--- src/rtl/jtag_pkg.sv ---
// rtl/jtag_pkg.sv - shared TAP state encoding, default opcodes and IR capture constant
package jtag_pkg;

    // Dense 4-bit encoding of the sixteen 1149.1 TAP states; the value is
    // exported as-is on the tap_state debug port.
    typedef enum logic [3:0] {
        TAP_TLR    = 4'h0,
        TAP_RTI    = 4'h1,
        TAP_SELDR  = 4'h2,
        TAP_CAPDR  = 4'h3,
        TAP_SHDR   = 4'h4,
        TAP_EX1DR  = 4'h5,
        TAP_PAUDR  = 4'h6,
        TAP_EX2DR  = 4'h7,
        TAP_UPDDR  = 4'h8,
        TAP_SELIR  = 4'h9,
        TAP_CAPIR  = 4'hA,
        TAP_SHIR   = 4'hB,
        TAP_EX1IR  = 4'hC,
        TAP_PAUIR  = 4'hD,
        TAP_EX2IR  = 4'hE,
        TAP_UPDIR  = 4'hF
    } tap_state_t;

    localparam logic [3:0] IDCODE_OP  = 4'b1110;
    localparam logic [3:0] BYPASS_OP  = 4'b1111;
    localparam logic [3:0] USER_OP    = 4'b1010;

    // Pattern loaded into the IR shift register in CaptureIr; the fixed
    // "01" in the two LSBs lets a host find the IR chain length.
    localparam logic [1:0] IR_CAPTURE = 2'b01;

    localparam int IDCODE_WIDTH = 32;

endpackage

--- src/rtl/jtag_tap_fsm.sv ---
// rtl/jtag_tap_fsm.sv - 1149.1 TAP state machine with decoded action strobes
//
// Ports:
//   tck, trst_n           JTAG clock, asynchronous active-low reset
//   tms                   test mode select, sampled on posedge tck
//   state                 current TAP state
//   capture_dr/shift_dr/update_dr, capture_ir/shift_ir/update_ir
//                         high while the FSM sits in the matching state, so
//                         the action takes effect on the edge leaving it
//   in_reset              high when the next state is TestLogicReset
//                         (entering or remaining there)
module jtag_tap_fsm
    import jtag_pkg::*;
(
    input  logic       tck,
    input  logic       trst_n,
    input  logic       tms,
    output tap_state_t state,
    output logic       capture_dr,
    output logic       shift_dr,
    output logic       update_dr,
    output logic       capture_ir,
    output logic       shift_ir,
    output logic       update_ir,
    output logic       in_reset
);

    tap_state_t state_q;
    tap_state_t state_d;

    always_ff @(posedge tck or negedge trst_n) begin
        if (!trst_n) begin
            state_q <= TAP_TLR;
        end else begin
            state_q <= state_d;
        end
    end

    always_comb begin
        state_d = state_q;
        case (state_q)
            TAP_TLR:   state_d = tms ? TAP_TLR   : TAP_RTI;
            TAP_RTI:   state_d = tms ? TAP_SELDR : TAP_RTI;
            TAP_SELDR: state_d = tms ? TAP_SELIR : TAP_CAPDR;
            TAP_CAPDR: state_d = tms ? TAP_EX1DR : TAP_SHDR;
            TAP_SHDR:  state_d = tms ? TAP_EX1DR : TAP_SHDR;
            TAP_EX1DR: state_d = tms ? TAP_UPDDR : TAP_PAUDR;
            TAP_PAUDR: state_d = tms ? TAP_EX2DR : TAP_PAUDR;
            TAP_EX2DR: state_d = tms ? TAP_UPDDR : TAP_SHDR;
            TAP_UPDDR: state_d = tms ? TAP_SELDR : TAP_RTI;
            TAP_SELIR: state_d = tms ? TAP_TLR   : TAP_CAPIR;
            TAP_CAPIR: state_d = tms ? TAP_EX1IR : TAP_SHIR;
            TAP_SHIR:  state_d = tms ? TAP_EX1IR : TAP_SHIR;
            TAP_EX1IR: state_d = tms ? TAP_UPDIR : TAP_PAUIR;
            TAP_PAUIR: state_d = tms ? TAP_EX2IR : TAP_PAUIR;
            TAP_EX2IR: state_d = tms ? TAP_UPDIR : TAP_SHIR;
            TAP_UPDIR: state_d = tms ? TAP_SELDR : TAP_RTI;
            default:   state_d = TAP_TLR;
        endcase
    end

    assign state      = state_q;
    assign capture_dr = (state_q == TAP_CAPDR);
    assign shift_dr   = (state_q == TAP_SHDR);
    assign update_dr  = (state_q == TAP_UPDDR);
    assign capture_ir = (state_q == TAP_CAPIR);
    assign shift_ir   = (state_q == TAP_SHIR);
    assign update_ir  = (state_q == TAP_UPDIR);
    // Looking at the next state lets the IR fall back to IDCODE on the same
    // edge that enters TestLogicReset, not one cycle later.
    assign in_reset   = (state_d == TAP_TLR);

endmodule

--- src/rtl/jtag_tap_param.sv ---
// rtl/jtag_tap_param.sv - parametrised TAP with IDCODE, BYPASS and USER data registers
//
// Build option: JTAG_TDO_NEGEDGE_EN retimes tdo/tdo_en on negedge tck;
// without it they are combinational from the posedge registers.
//
// Ports:
//   tck, trst_n    JTAG clock, asynchronous active-low reset
//   tms, tdi       JTAG inputs, sampled on posedge tck
//   tdo, tdo_en    serial output and its enable (high in ShiftDr/ShiftIr)
//   user_dr_in     value captured under USER in CaptureDr
//   user_dr_out    USER register, loaded in UpdateDr under USER
//   user_update    one-tck pulse in the cycle after user_dr_out loads
//   ir_out         current instruction
//   tap_state      current TAP state (debug)
module jtag_tap_param
    import jtag_pkg::*;
#(
    parameter int                  IR_WIDTH      = 4,
    parameter logic [31:0]         IDCODE_VALUE  = 32'h000FAF01,
    parameter int                  USER_DR_WIDTH = 8,
    parameter logic [IR_WIDTH-1:0] IDCODE_OPCODE = IR_WIDTH'(IDCODE_OP),
    parameter logic [IR_WIDTH-1:0] USER_OPCODE   = IR_WIDTH'(USER_OP)
) (
    input  logic                     tck,
    input  logic                     trst_n,
    input  logic                     tms,
    input  logic                     tdi,
    output logic                     tdo,
    output logic                     tdo_en,
    input  logic [USER_DR_WIDTH-1:0] user_dr_in,
    output logic [USER_DR_WIDTH-1:0] user_dr_out,
    output logic                     user_update,
    output logic [IR_WIDTH-1:0]      ir_out,
    output logic [3:0]               tap_state
);

    // One physical DR shift register wide enough for the longest chain; the
    // selected instruction decides where tdi enters.
    localparam int DR_W = (USER_DR_WIDTH > IDCODE_WIDTH) ? USER_DR_WIDTH : IDCODE_WIDTH;

    localparam logic [DR_W-1:0] ID_MSB_MASK   = DR_W'(1) << (IDCODE_WIDTH - 1);
    localparam logic [DR_W-1:0] USER_MSB_MASK = DR_W'(1) << (USER_DR_WIDTH - 1);
    localparam logic [DR_W-1:0] BYP_MSB_MASK  = DR_W'(1);

    tap_state_t state;
    logic       capture_dr;
    logic       shift_dr;
    logic       update_dr;
    logic       capture_ir;
    logic       shift_ir;
    logic       update_ir;
    logic       in_reset;

    jtag_tap_fsm u_fsm (
        .tck        (tck),
        .trst_n     (trst_n),
        .tms        (tms),
        .state      (state),
        .capture_dr (capture_dr),
        .shift_dr   (shift_dr),
        .update_dr  (update_dr),
        .capture_ir (capture_ir),
        .shift_ir   (shift_ir),
        .update_ir  (update_ir),
        .in_reset   (in_reset)
    );

    logic [IR_WIDTH-1:0]      ir_q,          ir_d;
    logic [IR_WIDTH-1:0]      ir_shift_q,    ir_shift_d;
    logic [DR_W-1:0]          dr_q,          dr_d;
    logic [USER_DR_WIDTH-1:0] user_q,        user_d;
    logic                     user_upd_q,    user_upd_d;

    logic            sel_idcode;
    logic            sel_user;
    logic [DR_W-1:0] dr_msb_mask;

    // IDCODE wins if both opcodes were configured identically; anything
    // unrecognised, all-ones included, falls through to BYPASS.
    assign sel_idcode  = (ir_q == IDCODE_OPCODE);
    assign sel_user    = !sel_idcode && (ir_q == USER_OPCODE);
    assign dr_msb_mask = sel_idcode ? ID_MSB_MASK :
                         sel_user   ? USER_MSB_MASK : BYP_MSB_MASK;

    always_ff @(posedge tck or negedge trst_n) begin
        if (!trst_n) begin
            ir_q       <= IDCODE_OPCODE;
            ir_shift_q <= '0;
            dr_q       <= '0;
            user_q     <= '0;
            user_upd_q <= 1'b0;
        end else begin
            ir_q       <= ir_d;
            ir_shift_q <= ir_shift_d;
            dr_q       <= dr_d;
            user_q     <= user_d;
            user_upd_q <= user_upd_d;
        end
    end

    always_comb begin
        ir_shift_d = ir_shift_q;
        ir_d       = ir_q;
        if (capture_ir) begin
            ir_shift_d = IR_WIDTH'(IR_CAPTURE);
        end else if (shift_ir) begin
            ir_shift_d = {tdi, ir_shift_q[IR_WIDTH-1:1]};
        end
        if (in_reset) begin
            ir_d = IDCODE_OPCODE;
        end else if (update_ir) begin
            ir_d = ir_shift_q;
        end
    end

    always_comb begin
        dr_d = dr_q;
        if (capture_dr) begin
            if (sel_idcode) begin
                dr_d = DR_W'(IDCODE_VALUE);
            end else if (sel_user) begin
                dr_d = DR_W'(user_dr_in);
            end else begin
                dr_d = '0;
            end
        end else if (shift_dr) begin
            // Shift right and drop tdi into the top bit of the selected
            // chain; bits above that chain are don't-care.
            dr_d = ((dr_q >> 1) & ~dr_msb_mask) | ({DR_W{tdi}} & dr_msb_mask);
        end
    end

    always_comb begin
        user_d     = user_q;
        user_upd_d = 1'b0;
        if (update_dr && sel_user) begin
            user_d     = dr_q[USER_DR_WIDTH-1:0];
            user_upd_d = 1'b1;
        end
    end

    logic tdo_d;
    logic tdo_en_d;

    assign tdo_d    = shift_ir ? ir_shift_q[0] :
                      shift_dr ? dr_q[0]       : 1'b0;
    assign tdo_en_d = shift_ir | shift_dr;

`ifdef JTAG_TDO_NEGEDGE_EN
    logic tdo_q;
    logic tdo_en_q;

    always_ff @(negedge tck or negedge trst_n) begin
        if (!trst_n) begin
            tdo_q    <= 1'b0;
            tdo_en_q <= 1'b0;
        end else begin
            tdo_q    <= tdo_d;
            tdo_en_q <= tdo_en_d;
        end
    end

    assign tdo    = tdo_q;
    assign tdo_en = tdo_en_q;
`else
    assign tdo    = tdo_d;
    assign tdo_en = tdo_en_d;
`endif

    assign user_dr_out = user_q;
    assign user_update = user_upd_q;
    assign ir_out      = ir_q;
    assign tap_state   = state;

endmodule
--- config.mk ---
export PLATFORM = sky130hd
export DESIGN_NAME = jtag_tap_param
export DESIGN_NICKNAME = d
export VERILOG_FILES = /design/src/rtl/jtag_pkg.sv /design/src/rtl/jtag_tap_fsm.sv /design/src/rtl/jtag_tap_param.sv
export SDC_FILE = /design/constraint.sdc
export NUM_CORES = 1
export LEC_CHECK = 0
export CORE_ASPECT_RATIO = 1.25
export CORE_MARGIN = 2
export CORE_UTILIZATION = 59
export DETAILED_ROUTE_END_ITERATION = 6
export GPL_TIMING_DRIVEN = 0
export MAX_ROUTING_LAYER = met4
export PLACE_DENSITY = 0.94
export SLEW_MARGIN = 20
export SYNTH_ARGS = -nofsm -noshare
export SYNTH_HDL_FRONTEND = slang
export SYNTH_SLANG_ARGS = --single-unit
export TNS_END_PERCENT = 100
--- constraint.sdc ---
create_clock -name tck -period 2.7 [get_ports tck]
set_input_delay 0.675 -clock tck [delete_from_list [all_inputs] [get_ports tck]]
set_output_delay 0.675 -clock tck [all_outputs]
set_load 0.005 [all_outputs]
==> flow_summary.json, run 1 <==
{
  "worst_pin_slew_ns": 0.5007,
  "root_buffer": "clkbuf_8",
  "area_delta_synth_final_pct": 21.87,
  "max_cap_violations": 0,
  "drtIter0Drc": 108,
  "first_pass_iters": 5,
  "hp-class": "primary input to async pin",
  "cellLeakagePower_nw": 1.386,
  "fp-row-count": 26,
  "final_cell_mix": "dfrtp_1 (50), clkdlybuf4s50_1 (29), nand2_1 (19)",
  "ant_nets": 0,
  "antenna_found_initial": 0,
  "slew_viol_final": 0,
  "yosysSeqAreaShare_pct": 53.82,
  "path_max_fanout": 10,
  "cp.arrival_ns": 1.91,
  "dp_cells": 296,
  "synth_nets": 221,
  "drive_gt1_share_pct": 17.86,
  "drcViolationCount": 0,
  "die_area_um2": 4725,
  "port-buffer-count": 30,
  "start_util_pct": 60.77,
  "period_minus_slack_ns": 2.588,
  "clkLatencyLatePin_ns": 0.31,
  "final_common_cell": "dfrtp_1",
  "dr_total_vias": 1774,
  "diodes": 0,
  "cts.clk_slew.worst_paths_ns": 0.09,
  "fin_skew_ns": 0.009098,
  "max_slew_margin_pct": 66.62,
  "avgSynthCellArea_um2": 11.82,
  "core_um2": 4066,
  "die_w_um": 61.89,
  "place.gp.congestion": 0.8103,
  "synthDistinctLibCells": 52,
  "path_delay_family": "buffers and inverters",
  "critical_path.slowest_cell": "clkdlybuf4s50_1",
  "cts_buffer_depth": 2,
  "wirelength_um": 5054,
  "dieHeight_um": 76.36,
  "cts_buffers": 5,
  "crit_type": "flip-flop to output pin",
  "htree_num_levels": 2,
  "fin_util_pct": 74.06,
  "max_freq_ghz": 0.3865,
  "nNetsFinal": 264,
  "grt_max_degree": 32,
  "period_share_pct": 95.83,
  "place_hpwl_um": 3577,
  "dp_slack_ns": 0.1418,
  "wire_per_inst_um": 16.41,
  "outcome": "completed",
  "io_pins": 31,
  "vdd_drop_max_mv": 0.6948,
  "setup_ws_ns": 0.1125,
  "rsz0062_at_grt": "no",
  "crit_buf_inv": 3,
  "fin_cells": 308,
  "synthCells": 209,
  "cts.sinks": 53,
  "grt_pass1_vias": 1708,
  "hold_viol": 0,
  "crit_path_start_kind": "flip-flop",
  "crit_chain": "buf_2 -> nor4b_4 -> buf_4 -> nand2_1 -> nand2_1 -> clkdlybuf4s50_1",
  "cp_common_cell": "nand2_1",
  "tritoncts": "built",
  "ys_ff_latch": 53,
  "synth_area_um2": 2471,
  "required_ns": 2.03,
  "grt-ovfl-total": 0,
  "cp-end-kind": "output pin",
  "crit_path_max_incr_delay_ns": 0.50,
  "vias_per_cell": 5.760,
  "p_per_area_nw_per_um2": 1119,
  "grt_pass1_wl_um": 8086,
  "setup_viol": 0,
  "synth_warnings": 0,
  "track_usage_pct": 23.57
}
[power breakdown]
group | switching (W) | total, W | internal, W
sequential | 0.000221 | 0.00132 | 0.00110
combinational | 0.000765 | 0.00153 | 0.000769
clock | 0.000243 | 0.000512 | 0.000270
[path summary, 6_finish.rpt]
path | end | depth (start not counted) | startpoint | slack, ns
hold / removal | user_dr_out[5] | 1 | trst_n | 0.32
setup reg to reg | dr_q[6] | 9 | u_fsm.state[0] | 0.79
setup / recovery | tdo | 6 | u_fsm.state[0] | 0.11
hold reg to reg | dr_q[31] | 2 | dr_q[31] | 0.48
max in group asynchronous | ir_out[2] | 2 | trst_n | 1.77
min in group tck | dr_q[31] | 2 | dr_q[31] | 0.48
[worst reg2reg max path: cells and delay by family, from the launching register on]
kind / cells / cell delay [ns]
AOI/OAI and AO/OA: 1 / 0.18
buffers and inverters: 5 / 0.79
DFF: 1 / 0.38
and+or+nand+nor: 3 / 0.45
[cell families after synthesis]
group | after synthesis | synth area share (%)
and+or+nand+nor | 57 | 13.67
AOI/OAI and AO/OA | 56 | 16.76
buffers and inverters | 17 | 4.759
muxes | 26 | 10.99
DFF | 53 | 53.82
[flip-flops by register name, indices dropped and copies added (netlist names)]
signal and cells:
user_dr_out 8, dr_q 32, ir_shift_q 4, u_fsm.state 4, user_update 1, ir_out 4
[per-stage QoR]
step	total power, W	TNS (ns)	area (um2)	hold WS [ns]
floorplan	0.002294	0	2471	0.3794
detailed placement	0.002793	0	2856	0.4657
global placement	0.002718	-23.76	2841	0.4603
finish	0.003369	0	3012	0.3196
CTS	0.003315	0	2960	0.3339
global route	0.003583	0	3012	0.3594
[layer usage]
metal  vias up  part of all wire (%)  global-route usage [%]
li1        843                     -                       -
met1       869                    40                   29.04
met2        51                    54                   37.05
met5         -                     0                       -
met4         0                   2.5                   10.64
met3        11                   3.2                   3.905
[synth_stat cells (all sizes together)]
cell,instances,share of area [%]
and3b,2,0.71
a21oi,1,0.20
mux2i,17,6.9
a211oi,1,0.51
nand3,8,2.1
nor2,8,1.5
nor2b,3,0.86
nor3,2,0.41
a21o,1,0.30
nor4b,2,0.96
a221oi,2,1.2
inv,2,0.30
nand2,19,2.9
a22o,11,3.9
o31a,1,0.35
o31ai,3,0.91
a22oi,4,1.2
and4bb,1,0.51
clkbuf,1,0.15
buf,14,4.3
o21a,1,0.30
nor4bb,1,0.41
a31oi,1,0.51
a31o,1,0.35
o2bb2ai,1,0.35
mux2,9,4.1
nand4,3,1.0
or3b,2,0.71
nand2b,2,0.51
o311ai,1,0.35
and2,1,0.25
dfrtp,50,51
o211ai,1,0.30
dfstp,3,3.2
or2,2,0.51
o211a,1,0.41
nor3b,1,0.30
o22ai,2,0.76
o21ai,23,4.8
[area by class of cell]
type | count | area [um2]
multi-input combinational | 139 | 1037
clock inverter | 2 | 35.03
buffer | 14 | 102.6
inverter | 2 | 7.507
fill | 272 | 1055
clock buffer | 5 | 68.82
timing repair buffer | 37 | 360.3
sequential | 53 | 1330
tap | 56 | 70.07
[repair_timing]
action,CTS,global route
endpoints found under the setup margin,2,2
pin swaps,0,0
buffers inserted,1,5
gates resized for setup,0,2
hold buffers,0,0
Note: power is estimated with default switching activity, not from simulation.
==> run 2: changes to the inputs <==
--- a/config.mk
+++ b/config.mk
@@ -6,7 +6,6 @@
 export NUM_CORES = 1
 export LEC_CHECK = 0
 export CORE_ASPECT_RATIO = 1.25
-export CORE_MARGIN = 2
 export CORE_UTILIZATION = 59
 export DETAILED_ROUTE_END_ITERATION = 6
 export GPL_TIMING_DRIVEN = 0
==> run 2 against run 1 <==
Against the previous run:
- clock skew shrank 0.0028 ns
- clock-buffer cell count is the same
- sequential share of layout area grew 0.26 points
- critical endpoint unchanged
- largest power group unchanged
==> flow_summary.json, run 2 (synthesis gave the netlist of run 1 again) <==
{
  "setup_ws_ns": 0.06178,
  "grt-ovfl-total": 0,
  "grt_pass1_wl_um": 8362,
  "fp-row-count": 25,
  "core_um2": 3910,
  "fin_util_pct": 76.58,
  "place_hpwl_um": 3551,
  "wl_met1_um": 2092,
  "dp_slack_ns": 0.1227,
  "area_delta_synth_final_pct": 21.16,
  "max_slew_margin_pct": 64.73,
  "start_util_pct": 63.20,
  "cp-end-kind": "output pin",
  "setup_viol": 0,
  "port-buffer-count": 30,
  "regMostFlops": "dr_q",
  "top_layer": "met4",
  "slew_viol_final": 0,
  "io_pins": 31,
  "track_usage_pct": 26.24,
  "drive_gt1_share_pct": 18.50,
  "grt_max_degree": 31,
  "vdd_drop_max_mv": 0.6943,
  "r2r_end": "dr_q[19]",
  "hold_buffers": 0,
  "hp-class": "primary input to async pin",
  "first_pass_iters": 4,
  "period_share_pct": 97.71,
  "path_max_fanout": 10,
  "dp_cells": 294,
  "nNetsFinal": 265,
  "antenna_found_initial": 0,
  "clkLatencyLatePin_ns": 0.30,
  "p_per_area_nw_per_um2": 1105,
  "drtIter0Drc": 107,
  "drcViolationCount": 0,
  "root_buffer": "clkbuf_8",
  "required_ns": 2.03,
  "tns_ns": 0,
  "fin_cells": 308,
  "cp.arrival_ns": 1.96,
  "fin_skew_ns": 0.006285,
  "r2r_cells": 9,
  "worst_pin_slew_ns": 0.5291,
  "place.gp.congestion": 0.8020,
  "max_cap_violations": 0,
  "crit_path_start_kind": "flip-flop",
  "crit_path_start": "u_fsm.state[2]",
  "setup.worst_path.end": "tdo",
  "cts_buffer_depth": 2,
  "htree_num_levels": 2,
  "die_w_um": 59.89,
  "wl_met2_um": 2733,
  "outcome": "completed",
  "dr_total_vias": 1799,
  "ant_nets": 0,
  "crit_type": "flip-flop to output pin",
  "max_freq_ghz": 0.3790,
  "wire_per_inst_um": 16.70,
  "grt_pass1_vias": 1776,
  "final_cell_mix": "dfrtp_1 (50), clkdlybuf4s50_1 (29), nand2_1 (19)",
  "cts_buffers": 5,
  "hold_viol": 0,
  "period_minus_slack_ns": 2.638,
  "largest_reg_flops": 32,
  "cellLeakagePower_nw": 1.378,
  "wl_met3_um": 178,
  "tritoncts": "built",
  "diodes": 0,
  "final_common_cell": "dfrtp_1",
  "cts.clk_slew.worst_paths_ns": 0.09,
  "cts.sinks": 53,
  "die_area_um2": 4453,
  "reg2reg_from": "u_fsm.state[0]",
  "r2r_setup_slack_ns": 0.74,
  "dieHeight_um": 74.36,
  "vias_per_cell": 5.841,
  "wirelength_um": 5145
}
[run 2: cell count changes in the layout (fill, tap and decap cells not counted)]
cell / previous run / this run
clkinvlp_4: 0 / 1
bufinv_16: 1 / 0
nor2b_4: 1 / 0
nor2b_2: 0 / 1
buf_4: 8 / 9
clkinv_2: 1 / 2
[run 2: routing by layer]
metal | vias to the layer above | track usage, %
li1 | 850 | -
met1 | 888 | 31.30
met2 | 45 | 42.72
met3 | 16 | 3.478
met4 | 0 | 14.21
met5 | - | -
[run 2: power breakdown]
part	total [W]	internal, W	switching, W	leakage (nW)
clock network	0.000430	0.000179	0.000251	0.0439
logic	0.00155	0.000771	0.000776	0.645
registers	0.00133	0.00110	0.000230	0.689
total	0.00331	0.00205	0.00126	1.38
[run 2: what timing repair did]
| item | 4_1_cts | 5_1_grt |
|---|---|---|
| setup buffers | 1 | 6 |
| pin swaps | 0 | 0 |
| gates resized for setup | 0 | 1 |
| setup endpoints to repair | 2 | 2 |
[run 2: worst min path at each step]
stage	startpoint	endpoint
after floorplan	trst_n	dr_q[0]
after global placement	dr_q[31]	dr_q[31]
after detailed placement	dr_q[31]	dr_q[31]
after CTS	trst_n	dr_q[31]
after global routing	trst_n	dr_q[27]
final	trst_n	user_update
[run 2: final cells by class]
cell class | count | area (um2)
Inverter | 2 | 7.507
Clock inverter | 3 | 17.52
Sequential cell | 53 | 1330
Buffer | 14 | 102.6
Clock buffer | 5 | 68.82
Multi-Input combinational cell | 139 | 1032
Fill cell | 238 | 915.9
Tap cell | 54 | 67.56
Timing Repair Buffer | 38 | 367.9
[run 2: critical path, cell delays in order, from the launching register on]
cell and delay, ns:
dfrtp_1 0.46, buf_2 0.22, nor2b_2 0.28, nand4_1 0.14, nand2_1 0.08, clkdlybuf4s50_1 0.49
[run 2: per-stage QoR]
step	hold WS (ns)	instance area [um2]	power (W)
floorplan	0.3794	2471	0.002294
global placement	0.4508	2839	0.002713
detailed placement	0.4801	2854	0.002795
CTS	0.3528	2940	0.003232
global route	0.3754	2994	0.003521
finish	0.3398	2994	0.003309
